--- config.mk ---
export PLATFORM = sky130hd
export DESIGN_NAME = conv_1d_param
export DESIGN_NICKNAME = d
export VERILOG_FILES = /design/src/rtl/conv_1d_param.sv
export SDC_FILE = /design/constraint.sdc
export NUM_CORES = 2
export LEC_CHECK = 0
export ABC_AREA = 0
export BUFFER_PORTS_ARGS = -buffer_cell sky130_fd_sc_hd__buf_2
export CORE_MARGIN = 5
export CORE_UTILIZATION = 45
export DETAILED_ROUTE_END_ITERATION = 16
export PLACE_DENSITY = 0.57
export SKIP_CTS_REPAIR_TIMING = 1
export SYNTH_ARGS = -nofsm -noshare
export SYNTH_HDL_FRONTEND = slang
export SYNTH_SLANG_ARGS = --single-unit
export TNS_END_PERCENT = 10
--- constraint.sdc ---
create_clock -name clk -period 5.72 [get_ports clk]
set_input_delay 0.572 -clock clk [delete_from_list [all_inputs] [get_ports clk]]
set_output_delay 0.572 -clock clk [all_outputs]
set_load 0.05 [all_outputs]
--- src/rtl/conv_1d_param.sv ---
// conv_1d_param: streaming 1-D convolution of N samples by M taps. Each output is
// one dot product issued through a read -> multiply -> accumulate pipeline every M+3 cycles.
module conv_1d_param #(
    parameter int N    = 128,
    parameter int M    = 32,
    parameter int T    = 8,
    parameter int RELU = 0,
    parameter int P    = 2*T + $clog2(M)
) (
    input  logic                clk,
    input  logic                reset,
    input  logic signed [T-1:0] s_data_in_x,
    input  logic                s_valid_x,
    output logic                s_ready_x,
    input  logic signed [T-1:0] s_data_in_f,
    input  logic                s_valid_f,
    output logic                s_ready_f,
    input  logic                cfg_reuse_f,
    output logic signed [P-1:0] m_data_out_y,
    output logic                m_valid_y,
    input  logic                m_ready_y
);
    localparam int XAW    = $clog2(N);
    localparam int FAW    = $clog2(M);
    localparam int XCW    = $clog2(N+1);
    localparam int FCW    = $clog2(M+1);
    localparam int KW     = $clog2(M+3);
    localparam int STAGES = 2;

    localparam logic [XCW-1:0] N_C    = XCW'(N);
    localparam logic [XCW-1:0] N_M1   = XCW'(N-1);
    localparam logic [FCW-1:0] M_C    = FCW'(M);
    localparam logic [FCW-1:0] M_M1   = FCW'(M-1);
    localparam logic [KW-1:0]  K_ISS  = KW'(M);
    localparam logic [KW-1:0]  K_LAST = KW'(M+2);
    localparam logic [XAW-1:0] M_LAST = XAW'(N-M);

    localparam logic [1:0] LOAD    = 2'd0;
    localparam logic [1:0] COMPUTE = 2'd1;
    localparam logic [1:0] DRAIN   = 2'd2;

    logic [1:0]            state;
    logic [XCW-1:0]        x_cnt;
    logic [FCW-1:0]        f_cnt;
    logic                  f_loaded;
    logic [XAW-1:0]        m_idx;
    logic [KW-1:0]         k;
    logic signed [T-1:0]   x_mem [N];
    logic signed [T-1:0]   f_mem [M];
    logic signed [T-1:0]   rd_x, rd_f;
    logic signed [2*T-1:0] prod;
    logic signed [P-1:0]   prod_ext, acc, y_next;
    logic [STAGES-1:0]     vld_pipe, fst_pipe;

    logic x_fire, f_fire, x_done, f_done, load_done;
    logic issue, stall, out_load;
    logic [XAW-1:0] x_addr;
    logic [FAW-1:0] f_addr;

    assign s_ready_x = (state == LOAD) && (x_cnt < N_C);
    assign s_ready_f = (state == LOAD) && (f_cnt < M_C);
    assign x_fire    = s_valid_x && s_ready_x;
    assign f_fire    = s_valid_f && s_ready_f;

    // Leave LOAD on the very edge that stores the final sample/tap.
    assign x_done    = (x_cnt == N_C) || (x_fire && x_cnt == N_M1);
    assign f_done    = (f_cnt == M_C) || (f_fire && f_cnt == M_M1);
    assign load_done = (state == LOAD) && x_done && f_done;

    // k walks 0..M+2 per output: M read issues, then the pipeline tail.
    assign issue    = (state == COMPUTE) && (k < K_ISS);
    assign stall    = m_valid_y && !m_ready_y;
    assign out_load = (state == COMPUTE) && (k == K_LAST) && !stall;
    assign x_addr   = m_idx + XAW'(k);
    assign f_addr   = FAW'(k);

    assign prod_ext = {{(P-2*T){prod[2*T-1]}}, prod};
    assign y_next   = (RELU != 0 && acc[P-1]) ? '0 : acc;

    always_ff @(posedge clk) begin
        if (x_fire) x_mem[x_cnt[XAW-1:0]] <= s_data_in_x;
        if (f_fire) f_mem[f_cnt[FAW-1:0]] <= s_data_in_f;
        if (issue) begin
            rd_x <= x_mem[x_addr];
            rd_f <= f_mem[f_addr];
        end
        if (vld_pipe[0]) prod <= rd_x * rd_f;
    end

    always_ff @(posedge clk or posedge reset) begin
        if (reset) begin
            state        <= LOAD;
            x_cnt        <= '0;
            f_cnt        <= '0;
            f_loaded     <= 1'b0;
            m_idx        <= '0;
            k            <= '0;
            vld_pipe     <= '0;
            fst_pipe     <= '0;
            acc          <= '0;
            m_valid_y    <= 1'b0;
            m_data_out_y <= '0;
        end else begin
            vld_pipe <= {vld_pipe[0], issue};
            fst_pipe <= {fst_pipe[0], issue && (k == '0)};
            if (vld_pipe[1]) acc <= fst_pipe[1] ? prod_ext : acc + prod_ext;

            if (out_load) begin
                m_valid_y    <= 1'b1;
                m_data_out_y <= y_next;
            end else if (m_ready_y) begin
                m_valid_y <= 1'b0;
            end

            case (state)
                LOAD: begin
                    if (x_fire) x_cnt <= x_cnt + 1'b1;
                    if (f_fire) f_cnt <= f_cnt + 1'b1;
                    if (load_done) begin
                        state    <= COMPUTE;
                        f_loaded <= 1'b1;
                        m_idx    <= '0;
                        k        <= '0;
                    end
                end
                COMPUTE: begin
                    // Only the hand-off step waits on a full output register.
                    if (k != K_LAST) begin
                        k <= k + 1'b1;
                    end else if (!stall) begin
                        k <= '0;
                        if (m_idx == M_LAST) state <= DRAIN;
                        else                 m_idx <= m_idx + 1'b1;
                    end
                end
                DRAIN: begin
                    if (m_ready_y) begin
                        state <= LOAD;
                        x_cnt <= '0;
                        f_cnt <= (cfg_reuse_f && f_loaded) ? M_C : '0;
                    end
                end
                default: state <= LOAD;
            endcase
        end
    end
endmodule

==> impl_table.tex <==
\begin{tabular}{lr}
\hline
Metric & Value \\
\hline
\multicolumn{2}{l}{\textbf{Layout}} \\
Total Nets Final & 3,260 \\
Number of fillers in the final layout & roughly 10k \\
Register area & 41,300 um2 \\
Relative area change from synthesis to final layout & 12.1\% \\
Area of combinational cells with multiple inputs & between 15,000 and 20,000 um2 \\
Layout cell share with drive strength beyond 1 & a little under a quarter \\
\multicolumn{2}{l}{\textbf{Global route}} \\
Maximum number of pins on one net before global-route repair & 94 \\
Total GRT Usage & 19.7\% \\
First-pass GRT wire length & 198,000 um \\
Via count of the first global-routing pass & 29.6k \\
Initial antenna violation count & 1 \\
Grt ovf & 0 \\
\multicolumn{2}{l}{\textbf{STA}} \\
Final count of hold timing violations & 0 \\
Worst-case clock skew & 0.0307 ns \\
Final worst path period need & 5.01 ns \\
Highest attainable clock frequency & $\sim$200 MHz \\
Transition time at the pin with the least slew margin & 1.14 ns \\
Slew headroom & 23.3\% \\
Share of the cycle needed by the critical path after routing & between 80\% and 90\% \\
Pins Over Slew Limit & 0 \\
Total negative slack for setup checks & 0 ns \\
Final setup violating endpoints & 0 \\
RSZ-0062 raised after global routing & false \\
\multicolumn{2}{l}{\textbf{Route}} \\
Avg Vias per Cell & about 5.8 \\
DRC errors left & 0 \\
Via count of the routed design & approximately 28k \\
Number of nets with antenna violations after detailed routing & 0 \\
Drt initial violations & approximately 2.8k \\
Wire length per cell & 26.9 um \\
Total iterations of the first detailed-routing run & 6 \\
Drt total wl & 132,000 um \\
\multicolumn{2}{l}{\textbf{Critical path}} \\
CP Buf/Inv Count & 4 \\
Crit. path cell count & 17 \\
Endpoint kind of the worst setup timing path & flop \\
Register-to-register setup slack & 0.71 ns \\
CP Capture Point & prod[14] \\
Reg2reg end & prod[14] \\
Worst-case reg-to-reg path depth & 17 \\
Cell breakdown of the critical path & and2\_1 > fa\_1 > inv\_1 > fa\_1 > inv\_1 > fa\_1 > inv\_1 > fa\_1 > inv\_1 > ha\_1 > o21ai\_0 > a21boi\_0 > o21ai\_0 > a21oi\_1 > o21ai\_0 > or4b\_2 > o311ai\_0 \\
Crit Path Class & flop to flop \\
Largest stage delay on the critical path & 0.59 ns \\
Cell family with the largest share of critical-path delay & adder cells \\
Arrival time of data at the critical path endpoint & 5.58 ns \\
Crit start category & flop \\
Data required time at the worst endpoint & roughly 6.3 ns \\
Startpoint of the most critical register-to-register path & rd\_x[6] \\
Largest fanout on the critical path & 8 \\
Worst setup path startpoint & rd\_x[6] \\
Cell at the slowest stage of the critical path & or4b\_2 \\
\multicolumn{2}{l}{\textbf{Hold path}} \\
Class of the most critical hold timing path & input port to flop \\
\multicolumn{2}{l}{\textbf{Floorplanning}} \\
Top-level port count & 46 \\
Core box area & between 100,000 and 150,000 um2 \\
Height of the chip & about 370 um \\
Die X & between 300 and 400 um \\
Number of standard-cell rows in the floorplan & 131 \\
Effective utilization at floorplan & 45.2\% \\
Die Outline Area & 135,000 um2 \\
\multicolumn{2}{l}{\textbf{CTS}} \\
Number of buffers created by CTS & 148 \\
Clock Root Buffer & clkbuf\_16 \\
CTS sink count & around 1.4k \\
Maximum buffer depth of the clock tree & 3 \\
Number of H-tree levels & 4 \\
Clock input transition at the sequential cells of the worst setup and hold paths & $\sim$0.060 ns \\
Clock insertion delay at the later pin of the skew report & 0.78 ns \\
TritonCTS clock tree & done \\
\multicolumn{2}{l}{\textbf{Synth}} \\
Commonest cells in the netlist & edfxtp\_1, mux4\_2, nor2\_1, nand2\_1, inv\_1 \\
Post-synthesis average cell area & 19.2 um2 \\
Cells taking the most area after synthesis & edfxtp\_1, mux4\_2, dfrtp\_1, fa\_1, nor2\_1 \\
Count leader, synth & edfxtp\_1 \\
Dominant cell type by area after synthesis & edfxtp\_1 \\
Primary flip-flop cell chosen by synthesis mapping & edfxtp\_1 \\
Number of different library cells in the post-synthesis netlist & 71 \\
Net count of the mapped netlist & 3,137 \\
Total of flip-flops plus latches after synthesis & 1,389 \\
Number of cells produced by synthesis & 2,992 \\
Post-synthesis cell area & approximately 57,000 um2 \\
Proportion of register bits with asynchronous set or reset after synthesis & 5.54\% \\
Count of flip-flops with a built-in enable after synthesis & 1,312 \\
Sequential area share after synthesis & 71.9\% \\
Number of synthesis warnings & 0 \\
Yosys top cell area share & 68.5\% \\
\multicolumn{2}{l}{\textbf{Placement}} \\
Routability congestion estimate from global placement & 0.830 \\
Half-perimeter wire length of the detailed placement result & about 83,000 um \\
Input/output buffers & 45 \\
\multicolumn{2}{l}{\textbf{Status}} \\
Result of the run & completed \\
\multicolumn{2}{l}{\textbf{Power and ir drop}} \\
Design Power & 21.4 mW \\
Peak ir drop on the vdd network & 0.000356 V \\
Power density relative to cell area & 332 nW/um2 \\
Leakage power total & 21.4 nW \\
\multicolumn{2}{l}{\textbf{Job}} \\
Maximum Capacitance Violations & 0 \\
\hline
\end{tabular}
==> per-layer routing <==
layer | track usage [%] | share of wire (%)
met4 | 6.06 | 2.6
met3 | 3.53 | 5.7
met2 | 31.4 | 48
met5 | 0 | 0
met1 | 28.2 | 43
==> flip-flops by register name (all words and copies together) (netlist names), 6 cells and up <==
register / cells
f_cnt: 6
f_mem: 256
m_idx: 7
rd_f: 8
x_mem: 1024
acc: 21
k: 6
m_data_out_y: 21
prod: 16
rd_x: 8
x_cnt: 8
==> placed cells by master (no fill, tap or decap), types with 56 or more instances in the layout <==
cell       instances
ha_1              65
nor2_1           225
mux4_2           368
dfrtp_1           75
fa_1              56
buf_4             58
nand3_1           62
nand2_1          165
inv_1            103
clkbuf_16        154
edfxtp_1        1312
==> layout make-up <==
type                            count  share of cell area (%)
Antenna cell                        1                 0.00388
Multi-Input combinational cell   1362                    23.6
Timing Repair Buffer              109                    1.38
Sequential cell                  1389                    64.1
Clock inverter                     68                   0.835
Tap cell                         1662                    3.23
Inverter                          105                   0.613
Clock buffer                      196                    6.22
==> stage by stage <==
step / utilization [%] / setup WS [ns] / hold WS [ns] / area [um2] / instances
final: 50.7 / 0.706 / 0.0965 / 64500 / 4892
after global routing: 50.7 / 0.329 / 0.0693 / 64500 / 4891
after detailed placement: 47.1 / 0.714 / 0.362 / 59900 / 4626
after CTS: 50.7 / 0.686 / -0.137 / 64400 / 4890
after global placement: 47.1 / 0.675 / 0.336 / 59900 / 4626
after floorplan: - / 1.09 / 0.331 / 57500 / 2992
==> where the power goes <==
group	internal [mW]	switching [mW]
clock network	5.20	3.86
registers	11.4	0.124
logic	0.168	0.703
==> cells by family (layout without fill, tap and decap cells) <==
group | count (synthesis) | count (layout) | synth area share [%]
simple gates | 595 | 595 | 4.71
buf+inv | 241 | 478 | 1.78
xor+xnor | 47 | 47 | 0.742
mux | 423 | 423 | 15.4
flops | 1389 | 1389 | 71.9
other cells | 0 | 1 | 0
compound gates | 174 | 174 | 2.02
fa+ha+maj | 123 | 123 | 3.42
==> worst min path at each step <==
stage | end | depth (start not counted) | start
final | f_cnt[5] | 3 | cfg_reuse_f
after global routing | f_cnt[5] | 3 | cfg_reuse_f
after CTS | k[5] | 2 | reset
after detailed placement | fst_pipe[1] | 0 | fst_pipe[0]
after global placement | fst_pipe[1] | 0 | fst_pipe[0]
after floorplan | fst_pipe[1] | 0 | fst_pipe[0]
==> worst register-to-register path, cell delays in order (launching register included) <==
cell	delay, ns
edfxtp_1	0.51
and2_1	0.23
fa_1	0.51
inv_1	0.06
fa_1	0.49
inv_1	0.05
fa_1	0.53
inv_1	0.05
fa_1	0.47
inv_1	0.04
ha_1	0.30
o21ai_0	0.12
a21boi_0	0.16
o21ai_0	0.24
a21oi_1	0.13
o21ai_0	0.20
or4b_2	0.59
o311ai_0	0.11
Power figures use the tool's default switching activity.
